**config.mk**
```make
export PLATFORM = sky130hd
export DESIGN_NAME = rio_frame_sequencer
export DESIGN_NICKNAME = d
export VERILOG_FILES = /design/src/rtl/rio_frame_sequencer.sv
export SDC_FILE = /design/constraint.sdc
export NUM_CORES = 1
export LEC_CHECK = 0
export ABC_AREA = 1
export CORE_AREA = 2 2 223 225
export DETAILED_ROUTE_END_ITERATION = 16
export DIE_AREA = 0 0 225 227
export HOLD_SLACK_MARGIN = 0.12
export SLEW_MARGIN = 10
export SYNTH_ARGS = -nofsm -noshare
export SYNTH_HDL_FRONTEND = slang
export SYNTH_SLANG_ARGS = --single-unit
```
**constraint.sdc**
```tcl
create_clock -name sysclk -period 13.45 [get_ports sysclk]
set_input_delay 2.69 -clock sysclk [delete_from_list [all_inputs] [get_ports sysclk]]
set_output_delay 2.69 -clock sysclk [all_outputs]
set_load 0.02 [all_outputs]
```
**src/rtl/rio_frame_sequencer.sv**
```systemverilog
// Frame sequencer for the rio SPI command path: header check, atomic payload commit,
// link watchdog and the FAULT/ARMING/RUN/ESTOP state machine.
module rio_frame_sequencer #(
    parameter int          BUFFER_SIZE = 272,
    parameter logic [31:0] MSGID       = 32'h74697277,
    parameter int          CLK_FREQ    = 100000000,
    parameter int          TIMEOUT_MS  = 100,
    parameter int          ARM_FRAMES  = 3
) (
    input  logic                    sysclk,
    input  logic                    rst,
    input  logic                    frame_valid,
    input  logic [BUFFER_SIZE-1:0]  rx_data,
    input  logic                    estop_req,
    output logic [BUFFER_SIZE-33:0] cmd_data,
    output logic                    cmd_update,
    output logic [31:0]             header_tx,
    output logic                    pkg_timeout,
    output logic                    fault,
    output logic [1:0]              state,
    output logic [15:0]             bad_frame_cnt
);

    localparam int          TO_CYC    = CLK_FREQ / 1000 * TIMEOUT_MS;
    localparam int          WW        = $clog2(TO_CYC + 1);
    localparam int          GW        = $clog2(ARM_FRAMES + 1);
    localparam int          PW        = BUFFER_SIZE - 32;
    localparam logic [WW-1:0] TO_VAL  = WW'(TO_CYC);
    localparam logic [31:0] HDR_ESTOP = 32'h65737470;
    localparam logic [31:0] HDR_DATA  = 32'h64617461;

    typedef enum logic [1:0] {
        S_FAULT  = 2'd0,
        S_ARMING = 2'd1,
        S_RUN    = 2'd2,
        S_ESTOP  = 2'd3
    } state_t;

    state_t          state_q, state_d;
    logic [PW-1:0]   cmd_data_q, cmd_data_d;
    logic            cmd_update_q, cmd_update_d;
    logic [31:0]     header_tx_q, header_tx_d;
    logic            pkg_timeout_q, pkg_timeout_d;
    logic            fault_q, fault_d;
    logic [15:0]     bad_cnt_q, bad_cnt_d;
    logic [WW-1:0]   wdog_q, wdog_d, wdog_inc;
    logic [GW-1:0]   good_cnt_q, good_cnt_d;

    logic [31:0]     hdr;
    logic            good, bad, expire;

    always_comb begin
        // Header arrives little-endian on the wire; swap bytes before matching.
        hdr      = {rx_data[BUFFER_SIZE-25 -: 8], rx_data[BUFFER_SIZE-17 -: 8],
                    rx_data[BUFFER_SIZE-9 -: 8],  rx_data[BUFFER_SIZE-1 -: 8]};
        good     = frame_valid && (hdr == MSGID);
        bad      = frame_valid && (hdr != MSGID);
        wdog_inc = (wdog_q == TO_VAL) ? TO_VAL : wdog_q + 1'b1;
        // A good frame on the expiry cycle reloads the watchdog and suppresses the timeout.
        expire   = !good && (wdog_inc == TO_VAL);

        state_d      = state_q;
        cmd_data_d   = cmd_data_q;
        cmd_update_d = 1'b0;
        good_cnt_d   = good_cnt_q;
        wdog_d       = good ? '0 : wdog_inc;
        bad_cnt_d    = (bad && bad_cnt_q != 16'hFFFF) ? bad_cnt_q + 16'd1 : bad_cnt_q;

        if (estop_req) begin
            state_d    = S_ESTOP;
            cmd_data_d = '0;
            good_cnt_d = '0;
        end else begin
            case (state_q)
                S_RUN: begin
                    if (good) begin
                        cmd_data_d   = rx_data[PW-1:0];
                        cmd_update_d = 1'b1;
                    end else if (expire) begin
                        state_d    = S_FAULT;
                        cmd_data_d = '0;
                    end
                end
                S_ARMING: begin
                    if (good) begin
                        if (int'(good_cnt_q) + 1 >= ARM_FRAMES) begin
                            state_d      = S_RUN;
                            cmd_data_d   = rx_data[PW-1:0];
                            cmd_update_d = 1'b1;
                            good_cnt_d   = '0;
                        end else begin
                            good_cnt_d = good_cnt_q + 1'b1;
                        end
                    end else if (bad || expire) begin
                        state_d    = S_FAULT;
                        good_cnt_d = '0;
                    end
                end
                default: begin
                    // FAULT and ESTOP (with the request released) leave on the first good frame.
                    if (good) begin
                        if (ARM_FRAMES <= 1) begin
                            state_d      = S_RUN;
                            cmd_data_d   = rx_data[PW-1:0];
                            cmd_update_d = 1'b1;
                            good_cnt_d   = '0;
                        end else begin
                            state_d    = S_ARMING;
                            good_cnt_d = GW'(1);
                        end
                    end
                end
            endcase
        end

        header_tx_d   = (state_d == S_ESTOP) ? HDR_ESTOP : HDR_DATA;
        fault_d       = (state_d != S_RUN);
        pkg_timeout_d = (wdog_d == TO_VAL);
    end

    always_ff @(posedge sysclk or posedge rst) begin
        if (rst) begin
            state_q       <= S_FAULT;
            cmd_data_q    <= '0;
            cmd_update_q  <= 1'b0;
            header_tx_q   <= HDR_DATA;
            pkg_timeout_q <= 1'b1;
            fault_q       <= 1'b1;
            bad_cnt_q     <= '0;
            wdog_q        <= TO_VAL;
            good_cnt_q    <= '0;
        end else begin
            state_q       <= state_d;
            cmd_data_q    <= cmd_data_d;
            cmd_update_q  <= cmd_update_d;
            header_tx_q   <= header_tx_d;
            pkg_timeout_q <= pkg_timeout_d;
            fault_q       <= fault_d;
            bad_cnt_q     <= bad_cnt_d;
            wdog_q        <= wdog_d;
            good_cnt_q    <= good_cnt_d;
        end
    end

    assign state         = state_q;
    assign cmd_data      = cmd_data_q;
    assign cmd_update    = cmd_update_q;
    assign header_tx     = header_tx_q;
    assign pkg_timeout   = pkg_timeout_q;
    assign fault         = fault_q;
    assign bad_frame_cnt = bad_cnt_q;

endmodule

```
==> flow_summary.yaml, run 1 <==
synthesis:
  yosysUniqueCellTypes: 34
  yosysWarnings: 0
  synthCells: 1586
  ys_seq_area_share_pct: 51.81
  synth_area_um2: 13980
  synth_mux_area_share_pct: 0
  avgSynthCellArea_um2: 8.818
  synthAdderAreaFrac_pct: 0.4473
  synth-compound-area-share_pct: 22.21
  ys_ff_latch: 289
  yosys.area_share.simple_pct: 15.63
  synth_top_family_by_area: "compound AO/OA/AOI/OAI gates"
  synth_xor_area_share_pct: 1.002
sta:
  rsz0062_at_grt: "false"
  max_slew.worst_pin.slew_ns: 1.152
  min_period_ns: 6.771
  period_share_pct: 50.34
  hold_slack_ns: 0.4853
  setup_tns_ns: 0
  slew_headroom_pct: 23.18
  fmax_ghz: 0.1477
  fin_worst_skew_ns: 0.01964
  slew_viol_final: 0
  setup_ws_ns: 6.679
  hold_viol: 0
  setup_violations: 0
global_routing:
  grt_use_total_pct: 18.66
  grt_pass1_vias: 12960
  grt_pass1_wl_mm: 75.43
  met2_usage_pct: 30.13
  grt.busiest_layer: "met2"
  grt_max_degree: 119
  overflow: 0
  antenna_found_initial: 3
  met3_usage_pct: 5.253
  met1_usage_pct: 23.79
die:
  io_pins: 569
  coreArea_um2: 48550
  fp-row-count: 81
  dieArea_um2: 51080
  initial_utilization_pct: 28.81
  die_y_um: 227
  die_w_um: 225
critical_path:
  worstSetupStartpointType: "primary input"
  r2r_cells: 19
  required_ns: 13.89
  path_depth: 14
  cpPeakStageDelay_ns: 0.82
  path_max_fanout: 95
  crit_slowest_cell: "buf_4"
  crit_arrival_ns: 7.21
  worstPathCellList: "clkdlybuf4s50_1, nor2_1, nand3b_1, nor4_1, nand2_1, nor2_4, inv_1, nand3_2, nand3_2, nand3b_4, buf_4, buf_4, nand2_1, o21ai_1"
  end_kind: "register"
  crit_buf_inv: 4
  path_class: "primary input to register"
  cp_top_family: "buffers and inverters"
placed_design:
  numPortBuffers: 541
  dp_slack_ns: 6.139
  dp.cells: 2621
  dp_hpwl_mm: 33.63
  place_congestion: 0.8375
power_and_ir_drop:
  peakVddDrop_mv: 0.09536
  p_leak_nw: 8.204
  p_per_area_nw_per_um2: 164.0
cells_and_area:
  drive_gt1_share_pct: 5.000
  area.growth.synth_to_final_pct: 47.32
  stdcell_count: 2687
  fin_nets: 2319
  fin_util_pct: 42.44
routing:
  drc: 0
  vias_per_cell: 4.873
  drtPass1Iterations: 6
  ant_nets: 0
  wl_per_cell_um: 18.37
  drt_iter0_drc: 891
  vias: 13090
  wl_mm: 49.35
clocking:
  clk_pin_slew_ns: 0.06
  cts_root_buf: "clkbuf_16"
  hold_buffers: 0
  cts_buffers: 37
  cts_buffer_depth: 3
  cts_setup_buffers: 0
  cts_tree: "yes"
  cts_resized: 0
  insertion_delay_ns: 0.53
  htreeDepth: 2
  clock_sinks: 289
job:
  drv_cap: 0
worst_hold_path:
  hold_class: "register to register"
  min_path_cells: 2
run_status:
  status: "completed"
-- worst paths after layout --
check,from,slack [ns],endpoint
setup / recovery,rx_data[241],6.68,cmd_data[137]
hold / removal,cmd_data[101],0.49,cmd_data[101]
setup reg to reg,wdog_q[1],8.84,cmd_data[137]
hold reg to reg,cmd_data[101],0.49,cmd_data[101]
max in group asynchronous,rst,8.68,cmd_data[73]
min in group asynchronous,rst,2.70,cmd_data[4]
-- placed cells by master, fill, tap and decap left out, types with 4 or more instances in the layout --
| cell | n |
|---|---|
| clkdlybuf4s50_1 | 541 |
| nand2_1 | 377 |
| dfrtp_1 | 278 |
| o21ai_1 | 242 |
| o211ai_1 | 240 |
| inv_1 | 76 |
| nor2_1 | 60 |
| nand3_1 | 42 |
| clkbuf_16 | 37 |
| conb_1 | 27 |
| buf_4 | 14 |
| nand4_1 | 13 |
| xor2_1 | 13 |
| dfstp_2 | 11 |
| clkbuf_1 | 9 |
| nor3_1 | 7 |
| clkbuf_8 | 7 |
| nor2_2 | 6 |
| diode_2 | 5 |
| nor4_1 | 5 |
| nor2_4 | 5 |
| a21oi_1 | 5 |
| o21ai_0 | 5 |
| clkinv_2 | 5 |
| nand3b_1 | 4 |
| nand2_2 | 4 |
| ha_1 | 4 |
-- worst min-delay path, cell delays in order (launching register included) --
cell,delay (ns)
dfrtp_1,0.34
nand2_1,0.05
o21ai_1,0.06
-- metrics by stage --
step / power, W / instance area, um2
2_1_floorplan: 0.001978 / 14080
3_3_place_gp: 0.002467 / 19480
3_5_place_dp: 0.002476 / 19480
4_1_cts: 0.003426 / 20590
6_report: 0.003380 / 20600
5_1_grt: 0.003573 / 20590
-- cells in the mapped netlist --
cell type	count	area (um2)
buf_1	4	15.01
o21ai_0	5	25.02
nor2_4	4	45.04
conb_1	2	7.510
nand3_1	42	210.2
ha_1	5	62.56
nand2_2	4	25.02
or2_2	2	12.51
o31ai_1	2	15.01
buf_6	23	259.0
nor2_2	7	43.79
dfrtp_1	278	6957
nor3_1	7	35.03
o22ai_1	1	6.260
o211ai_1	240	1802
a21oi_1	5	25.02
buf_2	14	70.07
nand3b_1	4	30.03
nand2_1	377	1415
nand3b_2	1	11.26
clkbuf_1	95	356.6
xor2_1	13	113.9
xnor2_1	3	26.28
inv_1	78	292.8
nor4_1	5	31.28
nand3_2	2	20.02
nor2_1	60	225.2
inv_2	3	11.26
buf_4	31	232.7
a31oi_1	1	6.260
o21bai_1	2	15.01
dfstp_2	11	289.0
o21ai_1	242	1211
nand4_1	13	81.33
-- layer usage --
metal | vias up | part of all wire [%]
met2 | 454 | 47
met3 | 85 | 7.4
li1 | 6328 | -
met1 | 6224 | 42
met4 | 2 | 3.3
met5 | - | 0.028
-- sequential cells by signal (all words and copies together) (netlist names) --
signal and flops:
good_cnt_q 2, cmd_data 240, bad_frame_cnt 16, fault 1, wdog_q 24, state 2, header_tx 2, cmd_update 1
pkg_timeout 1
-- cells by family after synthesis --
logic type / count (synthesis)
fa+ha+maj: 5
compound gates: 498
buf+inv: 248
xor+xnor: 16
simple gates: 528
flops: 289
other cells: 2
-- report_power, final --
part	internal [W]	switching, W	leakage (nW)
combinational	0.000496	0.000816	3.78
sequential	0.00104	0.000106	3.88
clock	0.000543	0.000382	0.549
-- cell type report --
cell class / instances / area, um2
Inverter: 81 / 316.6
Timing Repair Buffer: 555 / 5520
Clock inverter: 8 / 51.30
Antenna cell: 5 / 12.51
Tap cell: 622 / 778.2
Fill cell: 4804 / 27940
Multi-Input combinational cell: 1074 / 5622
Sequential cell: 289 / 7246
Clock buffer: 53 / 1056
Power figures use the tool's default switching activity.
==> run 2: changes to the inputs <==
--- a/config.mk
+++ b/config.mk
@@ -6,9 +6,9 @@
 export NUM_CORES = 1
 export LEC_CHECK = 0
 export ABC_AREA = 1
-export CORE_AREA = 2 2 223 225
+export CORE_AREA = 2 2 220 222
 export DETAILED_ROUTE_END_ITERATION = 16
-export DIE_AREA = 0 0 225 227
+export DIE_AREA = 0 0 222 224
 export HOLD_SLACK_MARGIN = 0.12
 export SLEW_MARGIN = 10
 export SYNTH_ARGS = -nofsm -noshare
==> constraint.sdc (replaced) <==
create_clock -name sysclk -period 5.6 [get_ports sysclk]
set_input_delay 1.12 -clock sysclk [delete_from_list [all_inputs] [get_ports sysclk]]
set_output_delay 1.12 -clock sysclk [all_outputs]
set_load 0.02 [all_outputs]
==> run 2 against run 1 <==
Compared with the run above:
- non-clock buffer count up 3
- sequential cell count unchanged
- global-route usage up 0.22 points
- cell count down 0.22%
- die area down 2.6%
- register-to-register slack worse by 6.5 ns
- combinational power up 150%
- sequential power up 140%
- count of clock-buffer cells in the layout down 2
- sequential share of layout area down 0.34 points
- setup slack worse by 4.8 ns
- utilization up 1.5 points
==> flow_summary.yaml, run 2 (synthesis gave the netlist of run 1 again) <==
critical_path:
  crit_arrival_ns: 4.14
  path_class: "primary input to register"
  crit_slowest_cell: "clkdlybuf4s50_1"
  cpPeakStageDelay_ns: 0.49
  worstSetupStartpointType: "primary input"
  path_max_fanout: 97
  end_kind: "register"
  crit_buf_inv: 4
  required_ns: 6.05
  cp_top_family: "buffers and inverters"
  worstPathCellList: "clkdlybuf4s50_1, nand4_1, nor4_1, nand2_1, nor2_4, inv_1, nand3_2, nand3_2, nand3b_4, buf_12, buf_4, nand2_1, o21ai_1"
clocking:
  cts_buffers: 36
  cts_setup_buffers: 0
  clk_pin_slew_ns: 0.06
  clock_sinks: 289
  cts_resized: 0
  htreeDepth: 2
  hold_buffers: 0
  cts_root_buf: "clkbuf_16"
  cts_buffer_depth: 3
  insertion_delay_ns: 0.54
  cts_tree: "yes"
routing:
  drt_iter0_drc: 1050
  top_layer: "met5"
  wl_mm: 48.52
  drt-met1-wl_mm: 20.43
  wl_per_cell_um: 18.10
  wl_met3_mm: 3.115
  vias_per_cell: 4.875
  vias: 13070
  ant_nets: 0
  drtPass1Iterations: 5
  drc: 0
  met2_length_mm: 23.36
sta:
  hold_viol: 0
  fmax_ghz: 0.2709
  setup_ws_ns: 1.908
  max_slew.worst_pin.slew_ns: 1.053
  setup_tns_ns: 0
  period_share_pct: 65.92
  slew_viol_final: 0
  slew_headroom_pct: 29.66
  fin_worst_skew_ns: 0.01816
  min_period_ns: 3.692
  setup_violations: 0
  rsz0062_at_grt: "false"
die:
  die_y_um: 224
  die_w_um: 222
  fp-row-count: 80
  io_pins: 569
  dieArea_um2: 49730
  coreArea_um2: 47350
  initial_utilization_pct: 29.54
global_routing:
  antenna_found_initial: 2
  grt_use_total_pct: 18.88
  grt_pass1_wl_mm: 74.87
  overflow: 0
  grt_pass1_vias: 12720
  grt_max_degree: 177
cells_and_area:
  area.growth.synth_to_final_pct: 48.74
  multiInputGateArea_um2: 5622
  layout_common_cells: "clkdlybuf4s50_1 (541), nand2_1 (377), dfrtp_1 (278), o21ai_1 (242), o211ai_1 (240)"
  largest_reg_flops: 240
  regArea_um2: 7246
  fill_cells: 4679
  drive_gt1_share_pct: 5.230
  final_common_cell: "clkdlybuf4s50_1"
  fin_nets: 2321
job:
  drv_cap: 0
power_and_ir_drop:
  p_leak_nw: 8.284
  peakVddDrop_mv: 0.2775
  p_per_area_nw_per_um2: 401.0
placed_design:
  dp_hpwl_mm: 33.22
  numPortBuffers: 541
  place_congestion: 0.8434
  dp_slack_ns: 1.355
run_status:
  status: "completed"
worst_hold_path:
  hold_class: "register to register"
==> run 2: power breakdown <==
| group | internal (W) | switching [W] |
|---|---|---|
| sequential | 0.00249 | 0.000253 |
| combinational | 0.00126 | 0.00198 |
| clock | 0.00142 | 0.000937 |
==> run 2: metal layers <==
| metal | up-vias | GRT usage (%) |
|---|---|---|
| met4 | 2 | 7.127 |
| met3 | 82 | 4.328 |
| met2 | 445 | 31.27 |
| met1 | 6201 | 24.04 |
| met5 | - | 0 |
| li1 | 6341 | - |
==> run 2: layout make-up <==
| type | count | area share (%) |
|---|---|---|
| clock inverter | 12 | 0.7338 |
| clock buffer | 51 | 4.944 |
| timing repair buffer | 558 | 27.25 |
| sequential | 289 | 34.83 |
| multi-input combinational | 1074 | 27.03 |
| inverter | 81 | 1.504 |
| antenna | 1 | 0.01203 |
| tap | 615 | 3.699 |
==> run 2: path summary, 6_finish.rpt <==
| path | from | end | slack [ns] | cells after the start |
|---|---|---|---|---|
| setup / recovery | rx_data[244] | cmd_data[174] | 1.91 | 13 |
| hold / removal | cmd_data[39] | cmd_data[39] | 0.48 | 2 |
| setup reg to reg | wdog_q[1] | cmd_data[174] | 2.34 | 19 |
| hold reg to reg | cmd_data[39] | cmd_data[39] | 0.48 | 2 |
| max in group asynchronous | rst | cmd_data[0] | 3.35 | 3 |
| min in group asynchronous | rst | cmd_data[36] | 1.18 | 2 |
==> run 2: tightest hold or removal path: stages, from the launching register on <==
cell and delay, ns:
dfrtp_1 0.34, nand2_1 0.05, o21ai_1 0.06
==> run 2: stage by stage <==
stage | total power, W | hold WS (ns) | utilization (%) | instances | area (um2)
final | 0.008342 | 0.4846 | 43.94 | 2681 | 20800
after global routing | 0.008796 | 0.5042 | 43.93 | 2680 | 20800
after detailed placement | 0.006038 | 0.4773 | 41.44 | 2617 | 19620
after floorplan | 0.004751 | 0.5315 | - | 1611 | 14080
after CTS | 0.008446 | 0.4907 | 43.93 | 2680 | 20800
after global placement | 0.006016 | 0.4701 | 41.44 | 2617 | 19620
